[src/rtl/tube_scan_ctrl.sv]
// rtl/tube_scan_ctrl.sv - digit-multiplex scan scheduler and configuration registers for the 7-segment tube
//
// Owns the dwell counter, scan index and one-hot digit selects for tube
// groups 0/1/2, plus software-programmable scan period, PWM brightness and
// leading-zero blanking. The tube data path uses scan_idx to fetch segment
// data; this block only decides which digit is lit and when.
//
// Ports:
//   clk         system clock
//   reset       synchronous, active-high reset
//   WE          bus write enable
//   Addr[31:2]  bus word address ({Addr,2'b00} is the byte address)
//   Din[31:0]   bus write data
//   word1[31:0] current 8-nibble display value (used only for blanking)
//   Dout[31:0]  combinational read data for CTRL / PERIOD, 0 elsewhere
//   scan_idx    current digit position 0..3
//   digit_sel0  one-hot select, group 0 (nibbles 0-3)
//   digit_sel1  one-hot select, group 1 (nibbles 4-7)
//   digit_sel2  select for group 2 (single digit)
//   pwm_on      brightness gate

module tube_scan_ctrl #(
    parameter logic [31:0] CTRL_ADDR   = 32'h00007f40,
    parameter logic [31:0] PERIOD_ADDR = 32'h00007f44,
    parameter logic [31:0] PERIOD_RST  = 32'd10000
) (
    input  logic        clk,
    input  logic        reset,
    input  logic        WE,
    input  logic [31:2] Addr,
    input  logic [31:0] Din,
    input  logic [31:0] word1,
    output logic [31:0] Dout,
    output logic [1:0]  scan_idx,
    output logic [3:0]  digit_sel0,
    output logic [3:0]  digit_sel1,
    output logic        digit_sel2,
    output logic        pwm_on
);

    // Configuration registers
    logic        en_q, en_d;
    logic        lzb_q, lzb_d;
    logic [3:0]  bright_q, bright_d;
    logic [31:0] period_q, period_d;

    // Scan state
    logic [31:0] dwell_q, dwell_d;
    logic [3:0]  pwm_q, pwm_d;
    logic [1:0]  idx_q, idx_d;

    logic        ctrl_hit;
    logic        period_hit;
    logic        ctrl_we;
    logic        period_we;
    logic        scan_stop;

    logic [7:0]  tail_zero;
    logic        blank0;
    logic        blank1;
    logic [3:0]  onehot;

    always_comb begin
        ctrl_hit   = ({Addr, 2'b00} == CTRL_ADDR);
        period_hit = ({Addr, 2'b00} == PERIOD_ADDR);
        ctrl_we    = WE & ctrl_hit;
        period_we  = WE & period_hit;
    end

    // Register file and scan sequencing
    always_comb begin
        en_d     = en_q;
        lzb_d    = lzb_q;
        bright_d = bright_q;
        period_d = period_q;
        dwell_d  = dwell_q;
        pwm_d    = pwm_q;
        idx_d    = idx_q;

        if (ctrl_we) begin
            en_d     = Din[0];
            lzb_d    = Din[1];
            bright_d = Din[5:2];
        end
        if (period_we) begin
            period_d = Din;
        end

        // Disabling parks the scan on the very edge of the CTRL write so the
        // following cycle is already dark at index 0. While off, the dwell
        // counter tracks the (possibly just written) period so re-enabling
        // starts with a full dwell.
        scan_stop = !en_q || (ctrl_we && !Din[0]);

        if (scan_stop) begin
            idx_d   = 2'd0;
            dwell_d = period_d;
            pwm_d   = 4'd0;
        end else begin
            pwm_d = pwm_q + 4'd1;
            if (period_we) begin
                // A period write restarts the current dwell and wins over a
                // coinciding expiry: the index holds this edge.
                dwell_d = Din;
            end else if (dwell_q == 32'd0) begin
                dwell_d = period_q;
                idx_d   = idx_q + 2'd1;
            end else begin
                dwell_d = dwell_q - 32'd1;
            end
        end
    end

    always_ff @(posedge clk) begin
        if (reset) begin
            en_q     <= 1'b1;
            lzb_q    <= 1'b0;
            bright_q <= 4'd15;
            period_q <= PERIOD_RST;
            dwell_q  <= PERIOD_RST;
            pwm_q    <= 4'd0;
            idx_q    <= 2'd0;
        end else begin
            en_q     <= en_d;
            lzb_q    <= lzb_d;
            bright_q <= bright_d;
            period_q <= period_d;
            dwell_q  <= dwell_d;
            pwm_q    <= pwm_d;
            idx_q    <= idx_d;
        end
    end

    // tail_zero[k] is set when nibbles k..7 of word1 are all zero.
    always_comb begin
        tail_zero = 8'd0;
        for (int k = 0; k < 8; k++) begin
            tail_zero[k] = ((word1 >> (4 * k)) == 32'd0);
        end
    end

    always_comb begin
        // Position 0 always shows, so a value of zero still displays "0".
        blank0     = lzb_q && (idx_q != 2'd0) && tail_zero[{1'b0, idx_q}];
        blank1     = lzb_q && tail_zero[{1'b1, idx_q}];
        onehot     = 4'b0001 << idx_q;

        pwm_on     = en_q && (pwm_q <= bright_q);
        scan_idx   = idx_q;
        digit_sel0 = (pwm_on && !blank0) ? onehot : 4'd0;
        digit_sel1 = (pwm_on && !blank1) ? onehot : 4'd0;
        digit_sel2 = pwm_on;
    end

    always_comb begin
        Dout = 32'd0;
        if (ctrl_hit) begin
            Dout = {26'd0, bright_q, lzb_q, en_q};
        end else if (period_hit) begin
            Dout = period_q;
        end
    end

endmodule

[config.mk]
export PLATFORM = sky130hd
export DESIGN_NAME = tube_scan_ctrl
export DESIGN_NICKNAME = d
export VERILOG_FILES = /design/src/rtl/tube_scan_ctrl.sv
export SDC_FILE = /design/constraint.sdc
export NUM_CORES = 1
export LEC_CHECK = 0
export BUFFER_PORTS_ARGS = -buffer_cell sky130_fd_sc_hd__buf_2
export CAP_MARGIN = 20
export CORE_MARGIN = 2
export CORE_UTILIZATION = 27
export DETAILED_ROUTE_END_ITERATION = 8
export MAX_ROUTING_LAYER = met4
export PLACE_DENSITY = 0.6
export SETUP_SLACK_MARGIN = 0.05
export SYNTH_ARGS = -nofsm -noshare
export SYNTH_HDL_FRONTEND = slang
export SYNTH_SLANG_ARGS = --single-unit
[constraint.sdc]
create_clock -name clk -period 5.6 [get_ports clk]
set_input_delay 0.28 -clock clk [delete_from_list [all_inputs] [get_ports clk]]
set_output_delay 0.28 -clock clk [all_outputs]
set_load 0.1 [all_outputs]
==> results.py <==
metrics = {
    "job": {
        "cap_violations": 0,
    },
    "global_route": {
        "grt_pass1_wl_mm": 22.2,
        "antenna_found_initial": 1,
        "grt_max_degree": 50,
        "overflow": 0,
        "track_usage_pct": 16.3,
        "grt_pass1_vias": 4343,
    },
    "floorplanning": {
        "die_w_um": 131,
        "die_area_mm2": 0.0172,
        "start_util_pct": 27.6,
        "ioPinCount": 141,
        "std_cell_rows": 46,
        "core_mm2": 0.0158,
        "die_y_um": 131,
    },
    "synthesis": {
        "synth-edff-count": 0,
        "synth_flop_cell": "dfxtp_1",
        "synth.area.top_cells": "dfxtp_1 35%, nand2_1 8.0%, a21oi_1 5.7%",
        "seq_area_frac_synth_pct": 34.8,
        "syn-mean-instance-area_um2": 7.95,
        "ys_ff_latch": 76,
        "ys_warn_count": 0,
        "synth.top_cell.area_share_pct": 34.8,
        "synthCells": 549,
        "synth_cell_type_count": 56,
        "yosys.area.top_type": "dfxtp_1",
        "synth_fp_nets": 657,
        "async_reset_ff_share_pct": 0,
        "synth_area_mm2": 0.00437,
    },
    "critical_path": {
        "crit_arrival_ns": 2.88,
        "end_kind": "primary output",
        "path_max_fanout": 8,
        "crit_start": "scan_idx[1]",
        "worstReg2RegStart": "dwell_q[15]",
        "startpoint_type": "register",
        "crit_required_ns": 5.32,
        "critical_path_class": "register to primary output",
    },
    "routing": {
        "wire_per_inst_um": 15.1,
        "drtAntennaViolNets": 0,
        "drc": 0,
        "wl_mm": 13.5,
        "dr.pass1.iters": 4,
        "vias": 4443,
        "vias_per_cell": 4.96,
        "drt_iter0_drc": 407,
    },
    "sta": {
        "setup_viol": 0,
        "worst_pin_slew_ns": 1.01,
        "finalCritPeriodShare_pct": 56.4,
        "rsz0062_at_grt": "no",
        "skew_ns": 0.00979,
        "fin_crit_ns": 3.16,
        "worst_slack_ns": 2.44,
        "slew_viol_final": 0,
        "slew_headroom_pct": 32.1,
        "hold_violations": 0,
        "max_freq_mhz": 316,
        "fin_setup_tns_ns": 0,
    },
    "worst_hold_path": {
        "hp-class": "input port to register",
        "min-delay-start": "Din[10]",
    },
    "pwr": {
        "comb_power_share_pct": 9.6,
        "p_switching_mw": 0.314,
        "seqPwrFrac_pct": 43.0,
        "p_sw_share_pct": 23.9,
        "power.total_mw": 1.31,
        "peakVddDrop_uv": 186,
        "internal-power_mw": 1.00,
        "p_clk_share_pct": 47.4,
        "p_per_area_mw_per_mm2": 237,
        "total_leakage_power_nw": 2.35,
    },
    "final_layout": {
        "fin_util_pct": 35.0,
        "mostFrequentLayoutCell": "buf_2",
        "num-nets-final": 782,
        "drive_gt1_share_pct": 25.5,
        "layout_common_cells": "140 x buf_2, 93 x nand2_1, 76 x dfxtp_1",
        "final_cells": 895,
        "areaGrowthSynthToFinish_pct": 26.8,
    },
    "placement": {
        "dpl.cell_count": 879,
        "place_ws_ns": 2.64,
        "routabilityCongestion": 0.806,
        "hpwl_mm": 9.97,
        "port_buffers": 140,
    },
    "cts": {
        "cts_sinks": 76,
        "cts_root_buf": "clkbuf_16",
        "hold_buffers": 0,
        "cts_resized": 0,
        "htree_levels": 3,
        "cts_buffers": 9,
        "insertion_delay_ns": 0.34,
        "path_clk_slew_ns": 0.06,
        "cts_setup_buffers": 0,
        "clockBufferDepth": 2,
        "tritoncts": "built",
    },
    "status": {
        "status": "complete, no violations",
    },
}
## synthesized netlist by cell type (4+ instances only)
cell type   n
nand4_1    17
o211ai_1    9
ha_1       11
o311ai_0    7
clkbuf_1   21
and3_1      8
and4_1      4
a22o_1      5
nor2_1     29
and2_1     33
a21oi_1    50
nor3_1     13
o21ai_0    15
mux2i_1    12
xnor2_1    18
xor2_1     12
inv_1       8
o221ai_1    5
nand2_1    93
dfxtp_1    76
nor4_1     25
or4_1       7
nand3_1    17
or3_1       4
## routing by layer
| layer | GRT usage [%] | wire (µm) |
|---|---|---|
| met5 | - | 0 |
| met4 | 3.14 | 159 |
| met3 | 4.24 | 726 |
| met2 | 26.2 | 6300 |
| met1 | 20.8 | 6350 |
## critical path, cell delays in order, from the launching register on
cell	delay [ns]
dfxtp_1	0.48
inv_1	0.12
ha_1	0.24
nor4_1	0.28
nand2_1	0.07
or4_1	0.46
or3_1	0.37
and3_1	0.22
buf_2	0.29
## flip-flops by register name (all words and copies together), names as in the netlist
register  cells
period_q     32
en_q          1
bright_q      4
scan_idx      2
dwell_q      32
pwm_q         4
lzb_q         1
## through the flow
step	area (µm²)	hold WS (ns)
after CTS	5540	0.157
after detailed placement	5220	0.452
final	5540	0.167
after global routing	5540	0.172
after floorplan	4370	0.398
after global placement	5220	0.448
## final timing paths
path	cells past startpoint	slack, ns	end
setup / recovery	8	2.44	digit_sel0[3]
setup reg to reg	6	2.80	dwell_q[7]
hold / removal	3	0.17	period_q[10]
hold reg to reg	2	0.46	period_q[8]
## area by class of cell
cell class,instances,area [µm²]
Multi-Input combinational cell,433,2660
Timing Repair Buffer,145,738
Tap cell,216,270
Antenna cell,1,2.50
Fill cell,1685,10300
Inverter,9,33.8
Clock buffer,9,225
Clock inverter,6,88.8
Sequential cell,76,1520
## cell families (layout without fill, tap and decap cells)
kind of cell / Yosys count / count (layout) / synth area share (%)
xor gates and xnor gates: 30 / 30 / 6.02
muxes: 12 / 12 / 2.75
DFF: 76 / 76 / 34.8
AOI/OAI and AO/OA: 108 / 108 / 16.0
and+or+nand+nor: 272 / 272 / 33.0
buffers and inverters: 40 / 169 / 4.30
adders and majority gates: 11 / 11 / 3.15
other: 0 / 1 / 0
## power groups by stage
stage | clock network, mW | registers (mW) | logic [mW]
finish | 0.623 | 0.566 | 0.126
global route | 0.659 | 0.568 | 0.143
CTS | 0.632 | 0.565 | 0.126
detailed placement | 0 | 0.577 | 0.125
global placement | 0 | 0.577 | 0.124
floorplan | 0 | 0.575 | 0.0710
No activity file was read; power rests on OpenSTA's default activity.
